==> src/rtl/ahb_pkg.sv <==
// AHB-lite shared definitions: HTRANS encodings and a one-hot to index helper.
// Latency: none; this package holds only types and a pure function.
// Backpressure: not applicable.
package ahb_pkg;

    typedef enum logic [1:0] {
        HT_IDLE   = 2'b00,
        HT_BUSY   = 2'b01,
        HT_NONSEQ = 2'b10,
        HT_SEQ    = 2'b11
    } htrans_e;

    // Binary index of a one-hot vector of up to 8 bits.
    // An all-zero input returns 0.
    function automatic logic [2:0] oh2idx(input logic [7:0] oh);
        logic [2:0] idx;
        idx = 3'd0;
        for (int i = 0; i < 8; i++) begin
            if (oh[i]) begin
                idx = idx | 3'(i);
            end
        end
        return idx;
    endfunction

endpackage

==> src/rtl/ahb_rr_arbiter_rr_pick.sv <==
// Round-robin winner selection: search req upward from last_idx+1, wrapping.
// Latency: purely combinational, zero cycles.
// Backpressure: none; the caller decides when the result is registered.
//
// Ports:
//   req      : per-master request vector
//   last_idx : index of the current owner (searched last, so lowest priority)
//   win_oh   : one-hot winner, all zero when no request is present
//   win_idx  : binary index of win_oh
//   win_vld  : at least one request is present
module rr_pick
    import ahb_pkg::*;
#(
    parameter int NM = 4,
    parameter int IW = 2
) (
    input  logic [NM-1:0] req,
    input  logic [IW-1:0] last_idx,
    output logic [NM-1:0] win_oh,
    output logic [IW-1:0] win_idx,
    output logic          win_vld
);

    always_comb begin
        win_oh  = '0;
        win_vld = 1'b0;
        // Offsets 1..NM; offset NM lands back on the owner itself, so the
        // owner only wins when nobody else is asking.
        for (int k = 1; k <= NM; k++) begin
            int j;
            j = int'(last_idx) + k;
            // Explicit wrap: last_idx < NM, so a single subtraction suffices
            // and non-power-of-two NM never yields an index >= NM.
            if (j >= NM) begin
                j = j - NM;
            end
            if (!win_vld && req[j]) begin
                win_oh[j] = 1'b1;
                win_vld   = 1'b1;
            end
        end
    end

    assign win_idx = IW'(oh2idx(8'(win_oh)));

endmodule

==> src/rtl/ahb_rr_arbiter.sv <==
// Round-robin AHB-lite arbiter: one-hot address grant plus data-phase owner.
// Latency: req -> addr_gnt one clock at the earliest; data_sel trails by one accepted transfer.
// Backpressure: hready low freezes all state; grant holds during SEQ/BUSY (and lock when ARB_LOCK_EN).
//
// Optional feature macro: ARB_LOCK_EN (HMASTLOCK support). Without it the
// lock input is ignored and locked is tied low.
//
// Ports:
//   clk, rst_n : clock, asynchronous active-low reset
//   req        : per-master HBUSREQ
//   lock       : per-master HMASTLOCK request
//   htrans     : HTRANS of the address-granted master (post-mux)
//   hready     : HREADY of the shared slave path
//   addr_gnt   : one-hot address-phase grant, addr_idx its index
//   data_sel   : one-hot data-phase owner, data_idx its index
//   data_vld   : current data phase carries a NONSEQ/SEQ transfer
//   locked     : lock currently held
module ahb_rr_arbiter
    import ahb_pkg::*;
#(
    parameter int NM    = 4,
    parameter int IW    = 2,
    parameter int DEF_M = 0
) (
    input  logic          clk,
    input  logic          rst_n,
    input  logic [NM-1:0] req,
    input  logic [NM-1:0] lock,
    input  logic [1:0]    htrans,
    input  logic          hready,
    output logic [NM-1:0] addr_gnt,
    output logic [IW-1:0] addr_idx,
    output logic [NM-1:0] data_sel,
    output logic [IW-1:0] data_idx,
    output logic          data_vld,
    output logic          locked
);

    localparam logic [NM-1:0] DEF_OH  = {{(NM-1){1'b0}}, 1'b1} << DEF_M;
    localparam logic [IW-1:0] DEF_IDX = IW'(DEF_M);

    logic [NM-1:0] win_oh;
    logic [IW-1:0] win_idx;
    logic          win_vld;
    logic          in_burst;
    logic          hold;

    rr_pick #(
        .NM (NM),
        .IW (IW)
    ) u_pick (
        .req      (req),
        .last_idx (addr_idx),
        .win_oh   (win_oh),
        .win_idx  (win_idx),
        .win_vld  (win_vld)
    );

    assign in_burst = (htrans == HT_SEQ) || (htrans == HT_BUSY);

`ifdef ARB_LOCK_EN
    logic lock_nxt;

    // Lock is taken on the owner's NONSEQ with its lock bit set and kept
    // while that bit stays high. Holding on lock_nxt rather than the
    // registered flag keeps the grant on the very edge the lock is taken,
    // and releases it on the edge the owner drops its lock bit.
    assign lock_nxt = lock[addr_idx] && (locked || (htrans == HT_NONSEQ));
    assign hold     = in_burst || lock_nxt;

    always_ff @(posedge clk or negedge rst_n) begin
        if (!rst_n) begin
            locked <= 1'b0;
        end else if (hready) begin
            locked <= lock_nxt;
        end
    end
`else
    logic unused_lock;

    assign unused_lock = &{1'b0, lock};
    assign hold        = in_burst;
    assign locked      = 1'b0;
`endif

    // Address grant: moves only on an accepted transfer boundary outside a
    // burst; with no requests the current owner stays parked.
    always_ff @(posedge clk or negedge rst_n) begin
        if (!rst_n) begin
            addr_gnt <= DEF_OH;
            addr_idx <= DEF_IDX;
        end else if (hready && !hold && win_vld) begin
            addr_gnt <= win_oh;
            addr_idx <= win_idx;
        end
    end

    // Data phase follows the address phase by one accepted transfer. It
    // samples the pre-edge grant, so a same-edge grant switch hands over
    // ownership back-to-back.
    always_ff @(posedge clk or negedge rst_n) begin
        if (!rst_n) begin
            data_sel <= DEF_OH;
            data_idx <= DEF_IDX;
            data_vld <= 1'b0;
        end else if (hready) begin
            data_sel <= addr_gnt;
            data_idx <= addr_idx;
            data_vld <= htrans[1];
        end
    end

endmodule

==> config.mk <==
export PLATFORM = sky130hd
export DESIGN_NAME = ahb_rr_arbiter
export DESIGN_NICKNAME = d
export VERILOG_FILES = /design/src/rtl/ahb_pkg.sv /design/src/rtl/ahb_rr_arbiter_rr_pick.sv /design/src/rtl/ahb_rr_arbiter.sv
export SDC_FILE = /design/constraint.sdc
export NUM_CORES = 1
export LEC_CHECK = 0
export BUFFER_PORTS_ARGS = -buffer_cell sky130_fd_sc_hd__buf_2
export CAP_MARGIN = 20
export CORE_MARGIN = 2
export CORE_UTILIZATION = 50
export DETAILED_ROUTE_END_ITERATION = 16
export PLACE_DENSITY = 0.8
export RECOVER_POWER = 100
export SLEW_MARGIN = 20
export SYNTH_ARGS = -nofsm -noshare
export SYNTH_HDL_FRONTEND = slang
export SYNTH_SLANG_ARGS = --single-unit
==> constraint.sdc <==
create_clock -name clk -period 3.2 [get_ports clk]
set_clock_uncertainty 0.1 [all_clocks]
set_input_delay 0.96 -clock clk [delete_from_list [all_inputs] [get_ports clk]]
set_output_delay 0.96 -clock clk [all_outputs]
set_load 0.01 [all_outputs]
== After elaboration in Yosys (flattened, before gate mapping) ==
Cells that the tools add are included.
Storage, ports and cells
  register bits after elaboration: 13
Cells by class
  multiplexer cells: 35
  reduce and logical (&&, ||, !) cells: 14
  add/subtract/negate cells: 8
  equality and inequality tests: 2
  bitwise gates (word level): 3
  $lt $le $gt $ge: 12
Operators by type and width (count)
  $ge A32 B1 Y1 const B: 4
  $ge A32 B4 Y1 const B: 4
  $lt A32 B4 Y1 const B: 4
  $mux W32: 4
  $sub A32 B4 Y32 const B: 4
  $mux W1: 17
  $mux W4: 4
  $or A4 B4 Y4: 3
  $logic_and A1 B1 Y1: 9
  $bmux W1 S2: 4
  $demux W1 S2: 4
  $add A2 B2 Y3 const B: 2
  $add A2 B3 Y4 const B: 1
  $logic_not A1 Y1: 4
  $mux W2: 2
  $add A2 B1 Y3 const B: 1
  $eq A2 B1 Y1 const B: 1
  $eq A2 B2 Y1 const B: 1
  $logic_or A1 B1 Y1: 1

== Longest topological paths before layout ==
  depth in word-level cells: 19
  depth in mapped cells: 8
  depth with buffers taken out: 7

== Modules after synthesis ==
From an unflattened synthesis, not the netlist that was laid out.
Unflattened totals
  cells, all modules: 98
  area total of the unflattened synthesis: 1027.2 µm²
By module, submodules not included
  ahb_rr_arbiter: instances 1, cells an instance 30, area each 516.7 µm², seq. area each 327.8 µm²
  rr_pick: instances 1, cells an instance 68, area each 510.5 µm², seq. area each 0.0 µm²

== Worst setup path before layout ==
No wires, ideal clock.
  kind: register to register
  from: register addr_idx[0]
  to: register addr_idx[0]
  slack: 0.903 ns
  arrival: 2.064 ns
  library setup time: 0.133 ns
  required time: 2.967 ns
  stages on the path, launching flop included: 9
  buffers on the path: 1
  cell sequence: dfrtp_1 -> buf_6 -> inv_1 -> ha_1 -> mux4_2 -> nor3_4 -> a21oi_2 -> nor2_1 -> a31oi_1
Between the ends
  longest elaborated chain between the ends: 19
Ends and longest elaborated chain
  start, declared: line ahb_rr_arbiter.sv:32  | output logic [IW-1:0] addr_idx,
  start signal, assigned: line ahb_rr_arbiter.sv:94  | addr_idx <= win_idx;
  parallel branches: the longest is 19 deep, another holds $sub A32 B4 Y32
Several ways; the timed one is not identified. The select of a mux whose other input is x is not followed.
A chain may end at the register's enable or synchronous reset.

== Final worst setup path ==
  from: register addr_idx[0]
  to: register addr_gnt[1]
Between the ends
  longest elaborated chain between the ends: 17
Ends and longest elaborated chain
  parallel branches: the longest is 17 deep, another holds $sub A32 B4 Y32
  end signal, assigned: line ahb_rr_arbiter.sv:93  | addr_gnt <= win_oh;
  end, declared: line ahb_rr_arbiter.sv:31  | output logic [NM-1:0] addr_gnt,
Several ways; the timed one is not identified. The select of a mux whose other input is x is not followed.

==> flow_summary_export.csv <==
group,metric,value,unit
timing,tns,0,ps
floorplanning,ioPinCount,27,
finish,diodes,0,
detailed_routing,num_vias,698,
cts,cts_made_buffers,3,
floorplanning,start_util,53.9,%
finish,syn2layout_area_growth,13.2,%
placed_design,dp_slack,612,ps
setup_path,startpoint_type,"flop",
setup_path,cp.required,3240,ps
finish,seq_area,328,um2
detailed_routing,drtIter0Drc,12,
finish,multi_input_area,567,um2
detailed_routing,antenna_left,0,
cts,clkSlewWorstSetupHoldPaths,70,ps
timing,rsz0062_at_grt,"false",
timing,worst_pin_slew,678,ps
setup_path,end_kind,"flop",
placed_design,dp_hpwl,1360,um
power_and_ir_drop,powerDensity,997,nW/um2
yosys,mappedNetlistArea,941,um2
yosys,syn_inst,84,
yosys,synthesis.nets,105,
yosys,synth_top_area_share,29.3,%
setup_path,cp_cell_sequence,"clkbuf_1 > mux4_2 > nor3_4 > a21oi_1 > nor2_1 > a31oi_1",
detailed_routing,drc,0,
yosys,yosys_warnings,0,
floorplanning,core_area,1750,um2
yosys,synthTopCellsByArea,"dfrtp_1 29%, ha_1 11%, mux2_2 8.4%, mux2i_1 7.4%, mux4_2 7.2%",
floorplanning,die_area,2240,um2
setup_path,path_class,"flop to flop",
setup_path,cp.arrival,2570,ps
grt,antenna_found_initial,0,
grt,grt_pass1_wl,2840,um
timing,setup_violations,0,
yosys,syn_area_per_cell,11.2,um2
yosys,ys_seq_area_share,34.8,%
setup_path,cp_num_buf_inv,1,
timing,fin_crit_sh,78.9,%
setup_path,cp_top_family,"multiplexers",
cts,ctsHtreeMaxLevel,1,
setup_path,cp_slowest_stage_delay,710,ps
setup_path,cp_max_fo,15,
grt,overflow,0,
grt,grt_use_total,18.2,%
finish,final_cell_mix,"15 x clkbuf_1, 11 x dfrtp_1, 9 x buf_2",
cts,clock_latency,270,ps
detailed_routing,via_per_inst,5.29,
grt,grt_pass1_vias,622,
yosys,ys_ff_latch,13,
grt,grt_max_degree,16,
cts,cts_tree,"done",
floorplanning,row_count,15,
detailed_routing,wl_per_cell,13.2,um
placed_design,place_area,1060,um2
timing,slew-limit-headroom,54.8,%
finish,drive_gt1_share,23.4,%
cts,cts_resized,0,
yosys,synth_cell_types,26,
cts,root_buffer,"clkbuf_4",
hold_path,min_path_type,"flop to flop",
detailed_routing,totalWireLength,1740,um
cts,cts.sinks,13,
finish,final_nets,129,
timing,fmax,396,MHz
yosys,yosysTopAreaCell,"dfrtp_1",
placed_design,place.gp.congestion,0.815,
finish,mostFrequentLayoutCell,"clkbuf_1",
cts,cts_hold_buffers,0,
detailed_routing,firstDrtPassIters,4,
placed_design,numPortBuffers,21,
power_and_ir_drop,ir_drop,0.000481,V
cts,clk_path_buf_depth,2,
finish,nFillCells,158,
power_and_ir_drop,p_leak,0.472,nW
cts,cts_setup_buffers,0,
timing,fin_crit,2530,ps
floorplanning,chipHeight,47.4,um
floorplanning,die_w,47.4,um
outcome,status,"finished, final reports clean",
timing,finalHoldViolations,0,
timing,finalWorstSetupSlack,674,ps
finish,fin_area,1060,um2
setup_path,worst_path_max_delay_cell,"mux4_2",
timing,slew_violations,0,
job,drv_cap,0,
finish,final_util,61.0,%
## where the power goes
part           internal, mW  switching, mW
registers             0.250         0.0415
clock network        0.0483         0.0494
logic                 0.301          0.373
## area by class of cell
cell class                      count  share of cell area [%]
Clock buffer                        4                    2.47
Inverter                            4                    1.41
Multi-Input combinational cell     63                    53.2
Sequential cell                    13                    30.8
Tap cell                           25                    2.94
Timing Repair Buffer               23                    9.17
## sequential cells by signal, summed over array words and instances (netlist names)
| name | flops |
|---|---|
| data_idx | 2 |
| addr_gnt | 4 |
| data_sel | 4 |
| data_vld | 1 |
| addr_idx | 2 |
## path summary, 6_finish.rpt
check	to	startpoint	cells past startpoint	slack [ps]
min in group asynchronous	addr_gnt[1]	rst_n	1	590
worst min-delay path	data_sel[3]	data_sel[3]	1	410
worst min register to register	data_sel[3]	data_sel[3]	1	410
worst max register to register	addr_gnt[1]	addr_idx[0]	6	670
max in group asynchronous	data_idx[0]	rst_n	1	1980
worst max-delay path	addr_gnt[1]	addr_idx[0]	6	670
## synth_stat cells
library cell,count
mux2_2,7
buf_4,1
ha_1,8
a21oi_1,2
nor3_4,1
o21ai_1,5
inv_1,4
o22ai_1,2
nor2_1,6
nor2b_4,1
nand2_1,3
nor2b_1,1
dfrtp_1,11
mux4_2,3
buf_2,1
a21oi_2,1
conb_1,1
buf_6,1
mux2i_1,7
mux4_1,1
clkbuf_1,1
a22o_1,3
dfstp_2,2
nand2b_1,5
a31oi_1,5
a211o_1,1
## routing by layer
layer  vias to the layer above  routed length [um]  share of wire (%)  GRT usage [%]
met2                        21                 856                 49           28.4
met4                         0                   6               0.34           5.00
met1                       324                 782                 45           24.2
li1                        351                   -                  -              -
met3                         2                  98                5.6           6.15
met5                         -                   0                  0              0
## per-stage QoR
step / instances / total power [mW] / hold WS (ps)
after floorplan: 84 / 0.826 / 410
after global placement: 128 / 0.979 / 384
after detailed placement: 128 / 1.00 / 391
after CTS: 132 / 1.10 / 407
after global routing: 132 / 1.16 / 424
final: 132 / 1.06 / 407
## cell families (layout without fill, tap and decap cells)
kind of cell	count (synthesis)	after routing	synth area share [%]
flip-flops	13	13	34.8
multiplexers	18	18	25.8
other	1	1	0.399
AO/OA/AOI/OAI	19	19	13.0
adder cells (fa/ha/maj)	8	8	10.6
AND/OR/NAND/NOR	17	17	10.8
buffers and inverters	8	31	4.52
Note: power is estimated with default switching activity, not from simulation.
